===== config.mk =====
export PLATFORM = sky130hd
export DESIGN_NAME = alu_issue
export DESIGN_NICKNAME = d
export VERILOG_FILES = /design/src/rtl/alu_issue.sv
export SDC_FILE = /design/constraint.sdc
export NUM_CORES = 1
export LEC_CHECK = 0
export ABC_CLOCK_PERIOD_IN_PS = 3900
export CAP_MARGIN = 30
export CORE_MARGIN = 2
export CORE_UTILIZATION = 50
export DETAILED_ROUTE_END_ITERATION = 7
export PLACE_DENSITY = 0.84
export RECOVER_POWER = 100
export SLEW_MARGIN = 15
export SYNTH_ARGS = -nofsm -noshare
export SYNTH_HDL_FRONTEND = slang
export SYNTH_SLANG_ARGS = --single-unit

===== constraint.sdc =====
create_clock -name clk -period 3.9 [get_ports clk]
set_input_delay 0.585 -clock clk [delete_from_list [all_inputs] [get_ports clk]]
set_output_delay 0.585 -clock clk [all_outputs]
set_load 0.05 [all_outputs]

===== src/rtl/alu_issue.sv =====
// RV32I decode/issue stage: decodes OP, OP-IMM, LUI and AUIPC into an ALU
// operation plus two operands, held in a 2-entry FIFO (head + skid) toward execute.

package alu_issue_pkg;
    typedef enum logic [3:0] {
        ALU_ADD  = 4'd0,
        ALU_SUB  = 4'd1,
        ALU_SLL  = 4'd2,
        ALU_SLT  = 4'd3,
        ALU_SLTU = 4'd4,
        ALU_XOR  = 4'd5,
        ALU_SRL  = 4'd6,
        ALU_SRA  = 4'd7,
        ALU_OR   = 4'd8,
        ALU_AND  = 4'd9
    } t_alu_op;
endpackage

module alu_issue
    import alu_issue_pkg::*;
#(
    parameter int XLEN = 32
) (
    input  logic            clk,
    input  logic            rst,
    input  logic            flush,
    input  logic            in_valid,
    output logic            in_ready,
    input  logic [31:0]     in_instr,
    input  logic [XLEN-1:0] in_pc,
    input  logic [XLEN-1:0] in_rs1_data,
    input  logic [XLEN-1:0] in_rs2_data,
    output logic            out_valid,
    input  logic            out_ready,
    output t_alu_op         out_alu_op,
    output logic [XLEN-1:0] out_alu_in1,
    output logic [XLEN-1:0] out_alu_in2,
    output logic [4:0]      out_rd,
    output logic            out_rd_we,
    output logic            out_illegal
);

    localparam logic [6:0] OPC_OP    = 7'b0110011;
    localparam logic [6:0] OPC_OPIMM = 7'b0010011;
    localparam logic [6:0] OPC_LUI   = 7'b0110111;
    localparam logic [6:0] OPC_AUIPC = 7'b0010111;
    localparam logic [6:0] F7_BASE   = 7'b0000000;
    localparam logic [6:0] F7_ALT    = 7'b0100000;

    typedef struct packed {
        t_alu_op         op;
        logic [XLEN-1:0] in1;
        logic [XLEN-1:0] in2;
        logic [4:0]      rd;
        logic            rd_we;
        logic            illegal;
    } entry_t;

    typedef enum logic [1:0] {S_EMPTY, S_ONE, S_TWO} state_t;

    state_t state;
    entry_t head;
    entry_t skid;
    entry_t dec;
    logic   legal;
    t_alu_op op_sel;

    logic [6:0] opcode;
    logic [2:0] f3;
    logic [6:0] f7;
    logic       accept;
    logic       pop;

    assign opcode = in_instr[6:0];
    assign f3     = in_instr[14:12];
    assign f7     = in_instr[31:25];

    // Handshake: a transfer happens on a side exactly when its valid and ready
    // are both high at the rising edge; the head entry holds still while
    // out_valid=1 and out_ready=0. in_ready depends on state only.
    assign accept    = in_valid & in_ready;
    assign pop       = out_valid & out_ready;
    assign in_ready  = (state != S_TWO);
    assign out_valid = (state != S_EMPTY);

    always_comb begin
        op_sel = ALU_ADD;
        case (f3)
            3'b000:  op_sel = (opcode == OPC_OP && f7 == F7_ALT) ? ALU_SUB : ALU_ADD;
            3'b001:  op_sel = ALU_SLL;
            3'b010:  op_sel = ALU_SLT;
            3'b011:  op_sel = ALU_SLTU;
            3'b100:  op_sel = ALU_XOR;
            3'b101:  op_sel = (f7 == F7_ALT) ? ALU_SRA : ALU_SRL;
            3'b110:  op_sel = ALU_OR;
            default: op_sel = ALU_AND;
        endcase
    end

    always_comb begin
        dec    = '0;
        dec.op = ALU_ADD;
        legal  = 1'b1;
        case (opcode)
            OPC_OP: begin
                dec.op  = op_sel;
                dec.in1 = in_rs1_data;
                dec.in2 = in_rs2_data;
                legal   = (f7 == F7_BASE) || (f7 == F7_ALT && (f3 == 3'b000 || f3 == 3'b101));
            end
            OPC_OPIMM: begin
                dec.op  = op_sel;
                dec.in1 = in_rs1_data;
                dec.in2 = {{20{in_instr[31]}}, in_instr[31:20]};
                if (f3 == 3'b001 || f3 == 3'b101) begin
                    // Shift-immediates take only the 5-bit shamt as operand.
                    dec.in2 = {27'd0, in_instr[24:20]};
                    legal   = (f7 == F7_BASE) || (f3 == 3'b101 && f7 == F7_ALT);
                end
            end
            OPC_LUI: begin
                dec.in2 = {in_instr[31:12], 12'd0};
            end
            OPC_AUIPC: begin
                dec.in1 = in_pc;
                dec.in2 = {in_instr[31:12], 12'd0};
            end
            default: legal = 1'b0;
        endcase
        if (!legal) begin
            dec.op  = ALU_ADD;
            dec.in1 = '0;
            dec.in2 = '0;
        end
        dec.rd      = in_instr[11:7];
        dec.rd_we   = legal && (in_instr[11:7] != 5'd0);
        dec.illegal = !legal;
    end

    // ALU_ADD encodes as zero, so an all-zero entry is the reset value.
    always_ff @(posedge clk) begin
        if (rst) begin
            state <= S_EMPTY;
            head  <= '0;
            skid  <= '0;
        end else if (flush) begin
            state <= S_EMPTY;
        end else begin
            case (state)
                S_EMPTY: begin
                    if (accept) begin
                        head  <= dec;
                        state <= S_ONE;
                    end
                end
                S_ONE: begin
                    if (accept && pop) begin
                        head <= dec;
                    end else if (accept) begin
                        skid  <= dec;
                        state <= S_TWO;
                    end else if (pop) begin
                        state <= S_EMPTY;
                    end
                end
                S_TWO: begin
                    if (pop) begin
                        head  <= skid;
                        state <= S_ONE;
                    end
                end
                default: state <= S_EMPTY;
            endcase
        end
    end

    assign out_alu_op  = head.op;
    assign out_alu_in1 = head.in1;
    assign out_alu_in2 = head.in2;
    assign out_rd      = head.rd;
    assign out_rd_we   = head.rd_we;
    assign out_illegal = head.illegal;

endmodule


-- Yosys cells after proc, flatten, opt, wreduce, memory -nomap -nowiden
Index checks and enable logic that the tools add are counted.
- equality and inequality tests: 19
- multiplexer cells: 20
- bitwise operators: 4
- reduce and logical (&&, ||, !) cells: 22
- operators by type and width (kind ; count):
    $mux W75 ; 3
    $pmux W75 S3 ; 1
    $pmux W32 S3 ; 1
    $mux W68 ; 1
    $pmux W32 S2 ; 1
    $mux W32 ; 1
    $pmux W4 S7 ; 1
    $eq A7 B6 Y1 const B ; 3
    $eq A7 B5 Y1 const B ; 2
    $mux W2 ; 5
    $ne A2 B2 Y1 const B ; 5
    $eq A3 B3 Y1 const B ; 3
    $reduce_and A4 Y1 ; 2
    $logic_not A7 Y1 ; 1
    $eq A3 B2 Y1 const B ; 2
    $pmux W2 S3 ; 1
    $reduce_or A2 Y1 ; 3
    $logic_and A1 B1 Y1 ; 5
    $reduce_and A5 Y1 ; 1
    $reduce_bool A5 Y1 ; 1
    $logic_or A1 B1 Y1 ; 4
    $mux W4 ; 1
    $eq A3 B1 Y1 const B ; 1
    $logic_not A3 Y1 ; 1
    11 further kinds ; 15
- register bits: 152
- input bits: 133
- output and inout port bits: 77
- word-level logic and storage cells: 78

-- Logic depth before layout (Yosys ltp)
- depth in word-level cells: 8
- mapped depth: 8
- mapped depth without buffers: 6

-- Worst setup path before layout
Ideal clock, no wire load.
- path kind: input-to-reg
- start: input port in_instr[14]
- end: register skid[45] (netlist bit)
- library setup time: 0.117 ns
- arrival: 1.925 ns
- data required time: 3.783 ns
- slack: 1.859 ns
- stages: 8
- path buffers: 3
- cell sequence: buf_6 -> and2b_4 -> a2111oi_4 -> o221ai_4 -> and2_1 -> buf_2 -> buf_6 -> a22o_1
- longest elaborated chain between the ends: 6
- elaborated cells on any way between the ends: 12
- those cells by class: eq/ne: 2; mux: 3; reduce/logical: 7
- RTL lines (element ; RTL line ; RTL):
    start, declared ; 29 ; input logic [31:0] in_instr,
    $eq A3 B3 Y1 or $logic_not A3 Y1 (tied branches) ; 109, 115, 118 ;
    $logic_and A1 B1 Y1 or $logic_or A1 B1 Y1 (tied branches) ; 118, 109 ;
    $logic_or A1 B1 Y1 or $logic_and A1 B1 Y1 (tied branches) ; 118, 109 ;
    $mux W1 or $logic_or A1 B1 Y1 (tied branches) ; 115, 109 ;
    $pmux W1 S3 (*) ; 104 ; case (opcode)
    $mux W68 (*) ; 130 ; if (!legal) begin
    end signal, assigned ; 145 ; skid <= '0;
    end signal, assigned ; 160 ; skid <= dec;
    end, declared ; 63 ; entry_t skid;
Mark *: on every way between the ends. The rest lies on a longest branch, timed or not.
A chain may end at the register's enable or synchronous reset.

-- Final worst setup path
- start: register state[1]
- end: register head, in the netlist out_alu_in1[26]
- longest elaborated chain between the ends: 5
- elaborated cells on any way between the ends: 14
- those cells by class: eq/ne: 6; mux: 1; bitwise: 2; reduce/logical: 5
- RTL lines (element ; RTL line ; RTL):
    start, declared ; 61 ; state_t state;
    start signal, assigned ; 143 ; state <= S_EMPTY;
    start signal, assigned ; 147 ; state <= S_EMPTY;
    start signal, assigned ; 153 ; state <= S_ONE;
    $ne A2 B2 Y1 or $reduce_bool A2 Y1 (tied branches) ; 83, 84 ;
    $and A1 B1 Y1 (on tied branches) ; 81, 82 ;
    $logic_and A1 B1 Y1 ; 157 ; if (accept && pop) begin
    $ne A2 B2 Y1 (no source line) ; n/a ;
    $reduce_and A5 Y1 (no source line) ; n/a ;
    end signal, assigned ; 168 ; head <= skid;
    end, declared ; 62 ; entry_t head;
Several ways; a longest one is shown, not always the timed one.

==> impl_metrics.csv <==
group,metric,value,unit
status,status,"finished, violations left",
status,violations,"max-capacitance violations, max-slew violations",
grt,grt_pass1_vias,6730,
setup_path,crit_cells,8,
floorplan,die_h,123,um
grt,grt_pass1_wl,35200,um
grt,gr-total-overflow,0,
setup_path,cp_cell_sequence,"inv_1 > nor2_4 > clkbuf_1 > buf_16 > nor2_2 > buf_4 > a32oi_1 > a211oi_1",
routing,antenna_left,0,
floorplan,initial_core_util,51.2,%
sta,layout_setup_ws,681,ps
power_and_ir_drop,peakVddDrop,0.000290,V
setup_path,worstSetupEndpointType,"flip-flop",
sta,max_freq,311,MHz
logic_synthesis,synth_top_family_by_area,"compound AO/OA/AOI/OAI gates",
logic_synthesis,synth-simple-area-share,17.1,%
sta,min_period,3220,ps
logic_synthesis,synth_xor_area_share,0,%
grt,grt_use_total,29.5,%
sta,setup_violations,0,
clock_tree,clockBufferDepth,2,
logic_synthesis,synth_edf_count,0,
routing,wire_per_inst,19.0,um
min_path,hp-class,"flip-flop to flip-flop",
finish,final_layout_size_suffix_gt1_share,7.40,%
setup_path,critPathLaunchType,"flip-flop",
clock_tree,cts_sinks,152,
sta,period_share,82.5,%
finish,fin_nets,1107,
setup_path,reg2reg_depth,8,
floorplan,num_rows,43,
sta,slew_viol_final,41,
setup_path,critical_path_arrival,3500,ps
finish,final_util,70.2,%
routing,drc,0,
floorplan,core,0.0139,sq mm
job,maxCapViolCount,1,
finish,final_area,0.00979,sq mm
logic_synthesis,syn_nets,946,
sta,slew_headroom,-26.3,%
logic_synthesis,ys.warnings.count,0,
clock_tree,postCtsSetupRepairBufs,0,
logic_synthesis,synth_compound_area_share,32.1,%
clock_tree,ctsHtreeMaxLevel,4,
finish,syn_to_final_growth,37.1,%
clock_tree,clkTransAtPathRegs,60,ps
floorplan,fp.dieW,123,um
routing,first_iter_violations,839,
logic_synthesis,async_reset_ff_share,0,%
sta,worst_clock_skew,9.76,ps
logic_synthesis,seq_area_frac_synth,42.6,%
clock_tree,clockRootBuffer,"clkbuf_16",
placed_design,preCtsSetupSlack,764,ps
finish,diodes,0,
setup_path,cp.required,4180,ps
logic_synthesis,syn_area,0.00714,sq mm
clock_tree,cts_hold_buf,0,
placed_design,place_area,0.00922,sq mm
floorplan,die-area,0.0152,sq mm
sta,finalHoldViolations,0,
clock_tree,cts_buffers,17,
placed_design,hpwlAfterDp,14000,um
logic_synthesis,avgSynthCellArea,8.78,sq um
sta,rsz0062_at_grt,"false",
logic_synthesis,ys_types,55,
clock_tree,cts-resized-gates,0,
logic_synthesis,synth_flop_cell,"dfxtp_1",
logic_synthesis,synthAdderAreaFrac,0,%
clock_tree,cts_tree,"yes",
setup_path,criticalPathCategory,"flip-flop to flip-flop",
setup_path,regToRegStartpoint,"state[1]",
setup_path,crit_start,"state[1]",
finish,layout_common_cells,"dfxtp_1, nor2_1, clkdlybuf4s50_1",
placed_design,routabilityCongestion,0.859,
setup_path,reg2reg_to,"out_alu_in1[26]",
setup_path,crit_end,"out_alu_in1[26]",
power_and_ir_drop,power_density,406,mW/mm^2
routing,num_vias,7201,
setup_path,cp_max_fo,58,
setup_path,crit_buf_inv,4,
logic_synthesis,ys_ff_latch,152,
setup_path,path_delay_family,"buffers and inverters",
setup_path,reg2reg_slack,680,ps
logic_synthesis,synth_mux_area_share,1.40,%
sta,setup_tns,0,ps
routing,vias_per_cell,6.17,
grt,grt_max_degree,99,
grt,antenna_found_initial,0,
setup_path,critical_path.max_stage_delay,1360,ps
finish,layout_commonest_cell,"dfxtp_1",
floorplan,ioPinCount,210,
logic_synthesis,syn_inst,813,
routing,drtPass1Iterations,6,
sta,worstMarginPinSlew,1890,ps
clock_tree,worstSkewPairLatency,430,ps
power_and_ir_drop,power.leakage,3.56,nW
setup_path,timing.critical_path.slowest_stage_cell,"clkbuf_1",
placed_design,portBuffers,209,
routing,wl,22200,um
## sequential cells by signal, summed over array words and instances, names as in the netlist
signal and cells:
out_rd 5, state 2, skid 75, out_rd_we 1
out_alu_op 4, out_alu_in1 32, out_illegal 1, out_alu_in2 32
## where the power goes
part / total (mW) / switching (mW) / internal, mW
registers: 1.63 / 0.0261 / 1.60
clock network: 1.64 / 0.674 / 0.964
logic: 0.706 / 0.432 / 0.274
total: 3.97 / 1.13 / 2.84
## worst min-delay path, delay by kind of cell (launching register included)
family / cells / cell delay [ps]
AOI/OAI and AO/OA: 1 / 50
and+or+nand+nor: 1 / 50
DFF: 1 / 320
## stage by stage
| step | total power, mW | hold slack, ps | instances |
|---|---|---|---|
| after floorplan | 2.08 | 425 | 813 |
| after global placement | 2.38 | 434 | 1134 |
| after detailed placement | 2.38 | 441 | 1134 |
| after CTS | 4.01 | 449 | 1166 |
| after global routing | 4.10 | 475 | 1167 |
| final | 3.97 | 453 | 1167 |
## worst min-delay path by stage
stage | startpoint | cells past startpoint | end
finish | skid[8] | 2 | skid[8]
global placement | skid[31] | 2 | skid[31]
detailed placement | skid[23] | 2 | skid[23]
CTS | skid[23] | 2 | skid[23]
floorplan | skid[10] | 2 | skid[10]
global route | skid[35] | 2 | skid[35]
## cell usage after synthesis (2+ instances only)
library cell | number | area share [%]
a2111oi_4 | 2 | 0.77
clkbuf_1 | 45 | 2.4
nand3b_1 | 2 | 0.21
buf_1 | 4 | 0.21
o21ai_0 | 10 | 0.70
inv_1 | 8 | 0.42
a22o_1 | 40 | 4.9
a2111oi_0 | 18 | 2.2
dfxtp_1 | 152 | 43
nor2_2 | 2 | 0.18
a21oi_1 | 13 | 0.91
buf_2 | 28 | 2.0
nand2_1 | 63 | 3.3
a221oi_1 | 29 | 3.6
nor4_1 | 3 | 0.26
nor3_2 | 2 | 0.28
o21ai_1 | 18 | 1.3
buf_6 | 10 | 1.6
nor3_1 | 31 | 2.2
a311oi_1 | 7 | 0.86
nor2_1 | 140 | 7.4
nor2b_1 | 4 | 0.35
a32o_1 | 10 | 1.4
nand2b_1 | 4 | 0.35
a211o_1 | 20 | 2.5
a211oi_2 | 2 | 0.35
o21a_1 | 2 | 0.21
a211oi_1 | 38 | 4.0
mux2i_1 | 10 | 1.4
or2_2 | 3 | 0.26
a22oi_1 | 33 | 3.5
nand3_1 | 5 | 0.35
a32oi_1 | 33 | 4.0
## final cells by class
| cell class | instances | area, sq um |
|---|---|---|
| tap | 180 | 225 |
| fill | 1093 | 4150 |
| inverter | 10 | 37.5 |
| sequential | 152 | 3040 |
| clock inverter | 13 | 149 |
| multi-input combinational | 563 | 3610 |
| timing repair buffer | 230 | 2270 |
| clock buffer | 19 | 443 |
## layer usage
| layer | GRT usage, % | vias up | part of all wire (%) |
|---|---|---|---|
| met3 | 5.63 | 61 | 6.6 |
| li1 | - | 3401 | - |
| met2 | 45.2 | 344 | 47 |
| met1 | 39.3 | 3395 | 42 |
| met5 | 0 | - | 0 |
| met4 | 15.4 | 0 | 3.8 |
## cell families after synthesis
logic type             Yosys count
flip-flops                     152
buffers and inverters           98
AND/OR/NAND/NOR                272
multiplexers                    10
AO/OA/AOI/OAI                  281
Note: power is estimated with default switching activity, not from simulation.
==> patch 1: new RTL, same settings <==
Re-encode `state_t` (3 states) as one-hot, 3 bits wide.
--- a/src/rtl/alu_issue.sv
+++ b/src/rtl/alu_issue.sv
@@ -56,7 +56,7 @@
         logic            illegal;
     } entry_t;
 
-    typedef enum logic [1:0] {S_EMPTY, S_ONE, S_TWO} state_t;
+    typedef enum logic [2:0] {S_EMPTY = 3'b001, S_ONE = 3'b010, S_TWO = 3'b100} state_t;
 
     state_t state;
     entry_t head;
Formal check against the unedited RTL: same outputs for any inputs over 4 cycles, from zero or initial values and one cycle with rst high; so few cycles prove little.
==> patch 1 against the unedited design <==
  * The run still ends with max-capacitance violations, max-slew violations left
  * Critical path depth down 1
  * Clock power up 7%
  * Setup slack worse by 0.11 ns
  * Final area up 4.7%
  * Wire length down 0.32%
  * Critical endpoint is now skid[31]$_SDFFE_PP0P_
  * Sequential cell count up 1
  * Via count up 2.9%
  * Total power down 3.7%
  * Synthesized cell count up 8.4%
  * Largest cell class unchanged
  * Clock skew down 0.0027 ns
  * Synthesized area up 5.4%
  * Cell count up 5.8%
  * Critical path type is now in -> reg
==> patch 1: results (changes against the unedited design) <==
| Metric | Value |
|---|---|
| Post-synthesis sequential area ratio | `40.71% (was 42.63%)` |
| Place WS | `0.5268 ns (was 0.7644 ns)` |
| HP Start | `skid[18]$_SDFFE_PP0P_ (was skid[8]$_SDFFE_PP0P_)` |
| Clk Latency, worst-skew pair | `0.41 ns (was 0.43 ns)` |
| Die Width | `126.7 microns (was 123.5 microns)` |
| Max_cap viols | `1 (unchanged)` |
| HPWL Detailed | `14520 microns (was 14040 microns)` |
| Reg2Reg Depth | `7 (was 8)` |
| Count of pins over their slew limit | `41 (unchanged)` |
| Non-clock buffer area fraction after layout | `22.18% (was 23.25%)` |
| Share of layout cells above drive strength 1 | `6.857% (was 7.396%)` |
| Post-Syn Nets | `1014 (was 946)` |
| Leak Pwr | `3.708 nW (was 3.559 nW)` |
| Vias in the first global route | `7223 (was 6730)` |
| Worst R2R End | `out_alu_op[0]$_SDFFE_PP0P_ (was out_alu_in1[26]$_SDFFE_PP0P_)` |
| Distinct cells, synth | `54 (was 55)` |
| Seq area share | `29.88% (was 31.10%)` |
| Final clock-cell share | `6.116% (was 6.048%)` |
| Non-Filler Instances | `1235 (was 1167)` |
| WHS Endpoint | `skid[18]$_SDFFE_PP0P_ (was skid[8]$_SDFFE_PP0P_)` |
| Pin count of the biggest net entering global routing | `68 (was 99)` |
| Post-route core utilization | `69.99% (was 70.23%)` |
| R2r setup slk | `0.71 ns (was 0.68 ns)` |
| Setup crit end | `skid[31]$_SDFFE_PP0P_ (was out_alu_in1[26]$_SDFFE_PP0P_)` |
| Failing checks | `max-capacitance violations, max-slew violations (unchanged)` |
| Clock buffer cells | `20 (was 19)` |
| Slew @ Worst Pin | `1.647 ns (was 1.894 ns)` |
| Inverters | `5 (was 10)` |
| Initial antenna violation count | `1 (was 0)` |
| Final Skew | `0.007030 ns (was 0.009760 ns)` |
| Hold WS | `0.4488 ns (was 0.4534 ns)` |
| Critical path origin | `in_instr[5] (was state[1]$_SDFFE_PP0P_)` |
| Slowest CP cell | `dlygate4sd3_1 (was clkbuf_1)` |
| Outcome | `finished with violations (unchanged)` |
-- patch 1: cell count changes after synthesis, moves of 30 or more --
cell	before	now
a22o_1	40	0
nor2_1	140	90
nand4_1	1	31
mux2i_1	10	54
and2_1	1	55
a22oi_1	33	65
a211oi_1	38	1
a32oi_1	33	0
a21oi_1	13	62
-- patch 1: routing by layer --
layer / part of all wire [%] / vias up / global-route usage (%)
li1: - / 3534 / -
met1: 42 / 3543 / 35.02
met2: 48 / 290 / 45.12
met3: 6.3 / 46 / 5.188
met4: 3.4 / 0 / 12.61
met5: 0 / - / 0
-- patch 1: cells by family (layout without fill, tap and decap cells) --
logic type,Yosys count,count (layout),synth area share (%)
and+or+nand+nor,319,319,21.40
other,0,1,0
buffers and inverters,98,267,5.605
muxes,59,59,7.933
xor gates and xnor gates,1,1,0.1164
DFF,153,153,40.71
AOI/OAI and AO/OA,251,251,24.23
-- patch 1: where the power goes --
part / switching [mW] / internal [mW]
Sequential: 0.00887 / 1.58
Combinational: 0.269 / 0.222
Clock: 0.644 / 1.10
==> patch 2: new RTL, same settings <==
Without the edit above. Make the reset (`rst`) asynchronous in one clocked block.
--- a/src/rtl/alu_issue.sv
+++ b/src/rtl/alu_issue.sv
@@ -138,7 +138,7 @@
     end
 
     // ALU_ADD encodes as zero, so an all-zero entry is the reset value.
-    always_ff @(posedge clk) begin
+    always_ff @(posedge clk or posedge rst) begin
         if (rst) begin
             state <= S_EMPTY;
             head  <= '0;
Function: differs if rst is asserted again (counterexample within 4 cycles, from zero or initial values and one cycle with rst high); with rst held inactive, the same outputs for 4 cycles.
==> patch 2 against the unedited design <==
  * The flow still finishes with violations (max-capacitance violations, max-slew violations)
  * Core utilization shrank 0.16 points
  * Sequential cell count is the same
  * Total power is 20% higher
  * Cell count up 2.3%
  * Final area increased by 3.3%
  * Synthesized area rose by 3.0%
  * Worst hold slack better by 0.020 ns
  * Setup slack better by 0.037 ns
  * Wire length decreased by 6.8%
  * Synthesized cell count up 1.5%
  * Sequential power grew 12%
  * Largest power group is now registers
==> patch 2: results (changes against the unedited design) <==
| Metric | Value |
|---|---|
| Cells after synthesis | `825 (was 813)` |
| Max_cap viols | `3 (was 1)` |
| Placed inst area | `0.009554 sq mm (was 0.009216 sq mm)` |
| Outcome | `finished with violations (unchanged)` |
| Compound-Gate Fraction of Synth Area | `22.79% (was 32.15%)` |
| Area growth from synthesis to layout | `37.48% (was 37.09%)` |
| Worst vdd ir | `0.2838 mV (was 0.2902 mV)` |
| Total global-route track usage | `26.49% (was 29.47%)` |
| Slowest CP cell | `nand2_1 (was clkbuf_1)` |
| Post-synthesis mux area share | `0.9872% (was 1.402%)` |
| Vias | `6862 (was 7201)` |
| Leak Pwr | `4.119 nW (was 3.559 nW)` |
| Post-synthesis sequential area ratio | `51.74% (was 42.63%)` |
| Asr flop ratio synth | `100.0% (was 0%)` |
| CP top delay family | `simple AND/OR/NAND/NOR gates (was buffers and inverters)` |
| Gpl congestion | `0.8647 (was 0.8591)` |
| Synth top area cells | `dfrtp_1 (52%), nand2_1 (9.9%), nor2_1 (5.9%) (was dfxtp_1 (43%), nor2_1 (7.4%), a22o_1 (4.9%))` |
| Starting DRC count in detailed routing | `556 (was 839)` |
| Failing checks | `max-capacitance violations, max-slew violations (unchanged)` |
| HPWL Detailed | `13600 microns (was 14040 microns)` |
| Count of pins over their slew limit | `250 (was 41)` |
| Share of layout cells above drive strength 1 | `6.337% (was 7.396%)` |
| Worst path arrival time | `3.43 ns (was 3.50 ns)` |
| Post-Syn Nets | `958 (was 946)` |
| CP max FO | `37 (was 58)` |
| Final net count | `1130 (was 1107)` |
| Pin count of the biggest net entering global routing | `153 (was 99)` |
==> patch 2: path summary, 6_finish.rpt <==
kind                                               endpoint  cells after the start            startpoint  slack, ns
max in group asynchronous       out_alu_in1[16]$_DFFE_PP0P_                      3                   rst       1.26
worst max-delay path                   skid[64]$_DFFE_PP0P_                      6          in_instr[13]       0.72
worst max register to register  out_alu_in2[15]$_DFFE_PP0P_                      6  state[1]$_DFFE_PP0P_       1.14
min in group asynchronous               skid[5]$_DFFE_PP0P_                      3                   rst       1.42
worst min register to register         skid[71]$_DFFE_PP0P_                      2  skid[71]$_DFFE_PP0P_       0.47
worst min-delay path                   skid[71]$_DFFE_PP0P_                      2  skid[71]$_DFFE_PP0P_       0.47
==> patch 2: cell type report <==
class | count | area, sq um
inverters | 6 | 26.28
clock buffers | 19 | 442.9
multi-input cells | 594 | 3202
repair buffers | 226 | 2255
well taps | 184 | 230.2
clock inverters | 13 | 146.4
fillers | 1144 | 4318
flip-flops and latches | 152 | 3804
==> patch 2: power breakdown <==
part           total (mW)  internal, mW  switching [mW]  leakage, nW
Clock                1.64         0.965           0.671        0.284
Sequential           1.82          1.74          0.0864         1.96
Combinational        1.31         0.442           0.866         1.88
Total                4.77          3.15            1.62         4.12
==> patch 2: layer usage <==
metal  routed length, microns  share of wire (%)  GRT usage (%)
met5                        0                  0              0
met2                    10150                 49          42.77
met4                      454                2.2          8.758
met1                     8796                 43          36.27
met3                     1283                6.2          5.178
==> patch 2: logic make-up (layout without fill, tap and decap cells) <==
group / after synthesis / count (layout)
AOI/OAI and AO/OA: 240 / 240
and+or+nand+nor: 347 / 347
buffers and inverters: 79 / 264
DFF: 152 / 152
muxes: 7 / 7
